File: src/rtl/oled_draw_arbiter_if.sv
// ---------------------------------------------------------------------------
// Module   : oled_draw_arbiter_if
// Purpose  : Request/grant and engine-side bundle for the glyph draw arbiter.
//            master = character sources plus draw engine, slave = arbiter.
// Revision : 1.0  initial release
// ---------------------------------------------------------------------------
`default_nettype none

interface oled_draw_arbiter_if #(
  parameter int NREQ = 3
);
  logic [NREQ-1:0]   req_active;
  logic [NREQ-1:0]   req_start;
  logic [8*NREQ-1:0] req_ascii;
  logic [7*NREQ-1:0] req_x;
  logic [4*NREQ-1:0] req_y;
  logic [NREQ-1:0]   grant;
  logic [NREQ-1:0]   req_busy;
  logic [NREQ-1:0]   req_done;
  logic              eng_start;
  logic [7:0]        eng_ascii;
  logic [6:0]        eng_x;
  logic [3:0]        eng_y;
  logic              eng_busy;
  logic              eng_done;
  logic              timeout_err;

  modport master (
    output req_active, req_start, req_ascii, req_x, req_y, eng_busy, eng_done,
    input  grant, req_busy, req_done, eng_start, eng_ascii, eng_x, eng_y, timeout_err
  );

  modport slave (
    input  req_active, req_start, req_ascii, req_x, req_y, eng_busy, eng_done,
    output grant, req_busy, req_done, eng_start, eng_ascii, eng_x, eng_y, timeout_err
  );
endinterface

`default_nettype wire

File: src/rtl/oled_draw_arbiter.sv
// ---------------------------------------------------------------------------
// Module   : oled_draw_arbiter
// Purpose  : Shares one glyph draw engine between NREQ character sources.
//            Session-based grant (round-robin or fixed priority), one-deep
//            start skid buffer, and a draw-done watchdog.
// Revision : 1.0  initial release
// ---------------------------------------------------------------------------
`default_nettype none

module oled_draw_arbiter #(
  parameter int NREQ        = 3,
  parameter int RR          = 1,
  parameter int TIMEOUT_CYC = 65535,
  parameter int TMR_W       = 16
) (
  input  logic                clk_50m,
  input  logic                rst,
  input  logic                is_run,
  oled_draw_arbiter_if.slave  bus
);

  localparam int              IW       = (NREQ > 1) ? $clog2(NREQ) : 1;
  localparam logic [TMR_W-1:0] TMR_LAST = TMR_W'(TIMEOUT_CYC - 1);

  typedef enum logic [1:0] {
    IDLE      = 2'd0,
    GRANT     = 2'd1,
    WAIT_DONE = 2'd2
  } state_t;

  state_t           state;
  logic [IW-1:0]    gidx;
  logic [IW-1:0]    rr_ptr;
  logic [IW-1:0]    win;
  logic             win_vld;
  int               scan_idx;
  logic             pending;
  logic [7:0]       pend_ascii;
  logic [6:0]       pend_x;
  logic [3:0]       pend_y;
  logic [TMR_W-1:0] timer;
  logic             wd_done;

  logic             live_start;
  logic             live_active;
  logic [7:0]       live_ascii;
  logic [6:0]       live_x;
  logic [3:0]       live_y;

  // Fields of the currently granted source.
  assign live_start  = bus.req_start[gidx];
  assign live_active = bus.req_active[gidx];
  assign live_ascii  = bus.req_ascii[8*gidx +: 8];
  assign live_x      = bus.req_x[7*gidx +: 7];
  assign live_y      = bus.req_y[4*gidx +: 4];

  // Winner selection: scan upward from the source after the last released one,
  // or from index 0 when fixed priority is selected.
  always_comb begin
    win      = '0;
    win_vld  = 1'b0;
    scan_idx = 0;
    for (int k = 0; k < NREQ; k++) begin
      scan_idx = (RR != 0) ? ((int'(rr_ptr) + 1 + k) % NREQ) : k;
      if (!win_vld && bus.req_active[scan_idx]) begin
        win     = IW'(scan_idx);
        win_vld = 1'b1;
      end
    end
  end

  // Per-source busy/done: only the granted source sees engine status.
  always_comb begin
    bus.req_busy = '1;
    bus.req_done = '0;
    if (state != IDLE) begin
      bus.req_busy[gidx] = bus.eng_busy | (state != GRANT) | pending;
      bus.req_done[gidx] = (bus.eng_done & (state == WAIT_DONE)) | wd_done;
    end
  end

  // Session FSM: grant, forward starts (with skid), wait for done or watchdog.
  always_ff @(posedge clk_50m or posedge rst) begin
    if (rst) begin
      state           <= IDLE;
      gidx            <= '0;
      rr_ptr          <= '0;
      pending         <= 1'b0;
      pend_ascii      <= '0;
      pend_x          <= '0;
      pend_y          <= '0;
      timer           <= '0;
      wd_done         <= 1'b0;
      bus.grant       <= '0;
      bus.eng_start   <= 1'b0;
      bus.eng_ascii   <= '0;
      bus.eng_x       <= '0;
      bus.eng_y       <= '0;
      bus.timeout_err <= 1'b0;
    end else begin
      bus.eng_start <= 1'b0;
      wd_done       <= 1'b0;
      case (state)
        IDLE: begin
          if (is_run && win_vld) begin
            bus.grant <= NREQ'(1) << win;
            gidx      <= win;
            state     <= GRANT;
          end
        end
        GRANT: begin
          if ((live_start || pending) && !bus.eng_busy) begin
            bus.eng_start <= 1'b1;
            if (pending) begin
              bus.eng_ascii <= pend_ascii;
              bus.eng_x     <= pend_x;
              bus.eng_y     <= pend_y;
            end else begin
              bus.eng_ascii <= live_ascii;
              bus.eng_x     <= live_x;
              bus.eng_y     <= live_y;
            end
            pending <= 1'b0;
            timer   <= '0;
            state   <= WAIT_DONE;
          end else if (live_start && !pending) begin
            // Engine still busy: park the request in the skid register.
            pending    <= 1'b1;
            pend_ascii <= live_ascii;
            pend_x     <= live_x;
            pend_y     <= live_y;
          end else if (!live_active && !pending) begin
            bus.grant <= '0;
            rr_ptr    <= gidx;
            state     <= IDLE;
          end
        end
        WAIT_DONE: begin
          // A start arriving mid-draw is kept if the skid slot is free, else dropped.
          if (live_start && !pending) begin
            pending    <= 1'b1;
            pend_ascii <= live_ascii;
            pend_x     <= live_x;
            pend_y     <= live_y;
          end
          if (bus.eng_done) begin
            state <= GRANT;
          end else if (timer == TMR_LAST) begin
            wd_done         <= 1'b1;
            bus.timeout_err <= 1'b1;
            state           <= GRANT;
          end else begin
            timer <= timer + 1'b1;
          end
        end
        default: state <= IDLE;
      endcase
    end
  end

endmodule

`default_nettype wire

File: src/flat_wrapper.sv
// flat-port wrapper written by rule: the top's interface ports become plain ports
module oled_draw_arbiter_flat 
#(
  parameter int NREQ        = 3,
  parameter int RR          = 1,
  parameter int TIMEOUT_CYC = 65535,
  parameter int TMR_W       = 16
)
  (clk_50m, rst, is_run, bus_req_active, bus_req_start, bus_req_ascii, bus_req_x, bus_req_y, bus_eng_busy, bus_eng_done, bus_grant, bus_req_busy, bus_req_done, bus_eng_start, bus_eng_ascii, bus_eng_x, bus_eng_y, bus_timeout_err);
  oled_draw_arbiter_if #(.NREQ(NREQ)) bus_i ();
  input  logic clk_50m;
  input  logic rst;
  input  logic is_run;
  input wire logic [$bits(bus_i.req_active)-1:0] bus_req_active;
  input wire logic [$bits(bus_i.req_start)-1:0] bus_req_start;
  input wire logic [$bits(bus_i.req_ascii)-1:0] bus_req_ascii;
  input wire logic [$bits(bus_i.req_x)-1:0] bus_req_x;
  input wire logic [$bits(bus_i.req_y)-1:0] bus_req_y;
  input wire logic [$bits(bus_i.eng_busy)-1:0] bus_eng_busy;
  input wire logic [$bits(bus_i.eng_done)-1:0] bus_eng_done;
  output wire logic [$bits(bus_i.grant)-1:0] bus_grant;
  output wire logic [$bits(bus_i.req_busy)-1:0] bus_req_busy;
  output wire logic [$bits(bus_i.req_done)-1:0] bus_req_done;
  output wire logic [$bits(bus_i.eng_start)-1:0] bus_eng_start;
  output wire logic [$bits(bus_i.eng_ascii)-1:0] bus_eng_ascii;
  output wire logic [$bits(bus_i.eng_x)-1:0] bus_eng_x;
  output wire logic [$bits(bus_i.eng_y)-1:0] bus_eng_y;
  output wire logic [$bits(bus_i.timeout_err)-1:0] bus_timeout_err;
  assign bus_i.req_active = bus_req_active;
  assign bus_i.req_start = bus_req_start;
  assign bus_i.req_ascii = bus_req_ascii;
  assign bus_i.req_x = bus_req_x;
  assign bus_i.req_y = bus_req_y;
  assign bus_i.eng_busy = bus_eng_busy;
  assign bus_i.eng_done = bus_eng_done;
  assign bus_grant = bus_i.grant;
  assign bus_req_busy = bus_i.req_busy;
  assign bus_req_done = bus_i.req_done;
  assign bus_eng_start = bus_i.eng_start;
  assign bus_eng_ascii = bus_i.eng_ascii;
  assign bus_eng_x = bus_i.eng_x;
  assign bus_eng_y = bus_i.eng_y;
  assign bus_timeout_err = bus_i.timeout_err;
  oled_draw_arbiter #(.NREQ(NREQ), .RR(RR), .TIMEOUT_CYC(TIMEOUT_CYC), .TMR_W(TMR_W)) u_core (.clk_50m(clk_50m), .rst(rst), .is_run(is_run), .bus(bus_i));
endmodule
File: config.mk
export PLATFORM = sky130hd
export DESIGN_NAME = oled_draw_arbiter_flat
export DESIGN_NICKNAME = d
export VERILOG_FILES = /design/src/rtl/oled_draw_arbiter_if.sv /design/src/rtl/oled_draw_arbiter.sv /design/src/flat_wrapper.sv
export SDC_FILE = /design/constraint.sdc
export NUM_CORES = 1
export LEC_CHECK = 0
export CORE_MARGIN = 3
export CORE_UTILIZATION = 45
export CTS_CLUSTER_DIAMETER = 30
export DETAILED_ROUTE_END_ITERATION = 16
export PLACE_DENSITY = 0.74
export SETUP_SLACK_MARGIN = 0.3
export SYNTH_ARGS = -nofsm -noshare
export SYNTH_HDL_FRONTEND = slang
export SYNTH_SLANG_ARGS = --single-unit
File: constraint.sdc
create_clock -name clk_50m -period 3.9 [get_ports clk_50m]
set_input_delay 0.78 -clock clk_50m [delete_from_list [all_inputs] [get_ports clk_50m]]
set_output_delay 0.78 -clock clk_50m [all_outputs]
set_load 0.01 [all_outputs]
==> impl_metrics.env <==
export IMPL_r2r_end="u_core.timer[10]"
export IMPL_timing_critical_path_from_type="input port"
export IMPL_top_layer="met4"
export IMPL_core_um2=8260
export IMPL_post_route_min_period_ps=3230
export IMPL_fin_nets=592
export IMPL_startpoint="bus_eng_busy"
export IMPL_fmax_mhz=309
export IMPL_clock_latency_ps=330
export IMPL_crit_type="input port to output pin"
export IMPL_grt_pass1_wl_mm=16.5
export IMPL_setup_viol=0
export IMPL_path_max_fanout=3
export IMPL_synth_seq_cells=67
export IMPL_ys_top_cells_by_count="dfrtp_1 (67), a21oi_1 (50), nor2_1 (46)"
export IMPL_worst_path_dominant_cell_family="buffers and inverters"
export IMPL_synth_top_area_frac=0.438
export IMPL_route_final_wire_length_mm=9.96
export IMPL_post_cts_buffers=0
export IMPL_dieArea_um2=9660
export IMPL_cts_tree="done"
export IMPL_drive_gt1_frac=0.100
export IMPL_rsz0062_at_grt="false"
export IMPL_hold_viol_final=0
export IMPL_ant_nets=0
export IMPL_r2r_start="u_core.pending"
export IMPL_antenna_found_initial=0
export IMPL_area_growth_pct=33.3
export IMPL_drcViolationCount=0
export IMPL_synth_async_sr_flop_share=1.00
export IMPL_wl_per_cell_um=16.0
export IMPL_critical_path_required_ps=3120
export IMPL_routabilityCongestion=0.840
export IMPL_die_w_um=98.3
export IMPL_multi_input_area_um2=1990
export IMPL_crit_chain="clkdlybuf4s50_1 > nand2b_1 > nor3_1 > nand3_1 > clkdlybuf4s50_1"
export IMPL_n_antenna_cell=0
export IMPL_grt_overflow=0
export IMPL_max_slew_worst_pin_slew_ps=883
export IMPL_yosysSeqAreaShare=0.438
export IMPL_hold_path_class="register to register"
export IMPL_critPathSlowestCell="clkdlybuf4s50_1"
export IMPL_grt_use_total=0.208
export IMPL_cellLeakagePower_nw=2.13
export IMPL_synthCells=424
export IMPL_via_per_inst=5.67
export IMPL_synth_flop_cell="dfrtp_1"
export IMPL_io_pins=98
export IMPL_synthesis_area_um2=3830
export IMPL_worst_clock_skew_ps=9.10
export IMPL_drtIter0Drc=163
export IMPL_crit_cells=5
export IMPL_cts_sinks=67
export IMPL_die_y_um=98.3
export IMPL_rows=33
export IMPL_path_buf_inv=2
export IMPL_cpPeakStageDelay_ps=520
export IMPL_end_kind="output pin"
export IMPL_synth_area_leaders="dfrtp_1 (44%), mux2_2 (6.8%), a21oi_1 (6.5%), o21ai_0 (5.4%), nor2_1 (4.5%)"
export IMPL_cpMostUsedCell="clkdlybuf4s50_1"
export IMPL_via_count=3530
export IMPL_status="complete, no violations"
export IMPL_slew_violations=0
export IMPL_nFillCells=726
export IMPL_endpoint="bus_req_busy[2]"
export IMPL_clockBufferDepth=2
export IMPL_relSlewSlack=0.411
export IMPL_regArea_um2=1680
export IMPL_cp_data_arrival_time_ps=2450
export IMPL_wl_met2_mm=5.22
export IMPL_clk_pin_slew_ps=60
export IMPL_grt_pass1_vias=3544
export IMPL_cts_max_level=3
export IMPL_cts_hold_buf=0
export IMPL_powerDensity_nw_per_um2=703
export IMPL_start_util=0.464
export IMPL_synth_warnings=0
export IMPL_ys_types=47
export IMPL_cts_buffers=9
export IMPL_first_pass_iters=5
export IMPL_avgSynthCellArea_um2=9.04
export IMPL_dpl_hpwl_mm=7.24
export IMPL_synth_area_leader_cell="dfrtp_1"
export IMPL_drt_met1_wl_mm=4.26
export IMPL_wl_met3_um=367
export IMPL_r2r_cells=6
export IMPL_synth_edf_count=0
export IMPL_post_cts_resized=0
export IMPL_period_share=0.829
export IMPL_synth_fp_nets=502
export IMPL_rrSetupSlack_ps=1270
export IMPL_cts_root_buf="clkbuf_8"
export IMPL_maxCapViolCount=0
export IMPL_synthMostInstantiatedCell="dfrtp_1"
export IMPL_port_buffers=97
export IMPL_vdd_drop_max_uv=367
export IMPL_setup_tns_final_ps=0
export IMPL_grt_start_max_net_pins=40
export IMPL_finalPower_mw=3.59
==> routing by layer <==
metal | GRT usage | vias to the layer above
li1 | - | 1714
met1 | 0.255 | 1732
met2 | 0.369 | 76
met3 | 0.0407 | 8
met4 | 0.0641 | 0
met5 | 0 | -
==> cell usage in the layout, fill, tap and decap left out, types with 3 or more instances in the layout <==
master and n:
clkdlybuf4s50_1 97, dfrtp_1 67, a21oi_1 50, nor2_1 46
o21ai_0 41, nand2_1 31, mux2_2 23, a22oi_1 19
inv_1 14, nand3_1 11, or3_1 11, ha_1 10
clkbuf_8 10, buf_4 8, mux2i_1 7, nand4_1 6
nand2b_1 5, nor2b_1 5, nor3_1 5, and3_1 4
and4_1 4, a31oi_1 3, o211ai_1 3, o41ai_1 3
and2_1 3
==> worst register-to-register path, cell delays in order, from the launching register on <==
cell and delay [ps]:
dfrtp_1 560, buf_4 370, nor2b_1 140, a221oi_4 410
o21ai_0 250, nor2_1 640, a21oi_1 100
==> cells by family (layout without fill, tap and decap cells) <==
logic type,after synthesis,count (layout),share of synthesized area
compound gates,138,138,0.225
simple gates,137,137,0.171
flops,67,67,0.438
buf+inv,41,135,0.0431
mux,31,31,0.0898
fa+ha+maj,10,10,0.0327
==> how the worst min path moves through the flow <==
stage                                start  cells past startpoint  slack (ps)                endpoint
floorplan                 u_core.pend_y[3]                      1         480        u_core.pend_y[3]
global placement    u_core.bus.timeout_err                      1         450  u_core.bus.timeout_err
detailed placement  u_core.bus.timeout_err                      1         450  u_core.bus.timeout_err
CTS                 u_core.bus.timeout_err                      1         470  u_core.bus.timeout_err
global route        u_core.bus.timeout_err                      1         500  u_core.bus.timeout_err
finish              u_core.bus.timeout_err                      1         470  u_core.bus.timeout_err
==> layout make-up <==
class,count,share of cell area
Multi-Input combinational cell,316,0.390
Sequential cell,67,0.328
Timing Repair Buffer,105,0.202
Clock buffer,10,0.0269
Tap cell,105,0.0257
Clock inverter,5,0.0167
Inverter,15,0.0110
==> metrics by stage <==
step	instance area (µm²)	util	cells	hold slack, ps	setup slack, ps
after CTS	5110	0.618	623	471	651
after global placement	4880	0.592	608	450	700
after floorplan	3830	-	424	480	1440
after global routing	5110	0.618	623	497	550
after detailed placement	4880	0.592	608	454	642
final	5110	0.618	623	467	666
==> state kept, by name (all words and copies together), names as in the netlist, 2 cells and up <==
signal,count
u_core.state,2
u_core.bus.eng_y,4
u_core.bus.eng_ascii,8
u_core.bus.eng_x,7
u_core.gidx,2
u_core.rr_ptr,2
u_core.pend_y,4
u_core.pend_x,7
u_core.timer,16
u_core.pend_ascii,8
u_core.bus.grant,3
==> report_power, final <==
group	switching [mW]	internal (mW)	total (mW)
sequential	0.164	0.945	1.11
combinational	1.04	0.785	1.83
clock	0.274	0.379	0.653
total	1.48	2.11	3.59
Note: power is estimated with default switching activity, not from simulation.
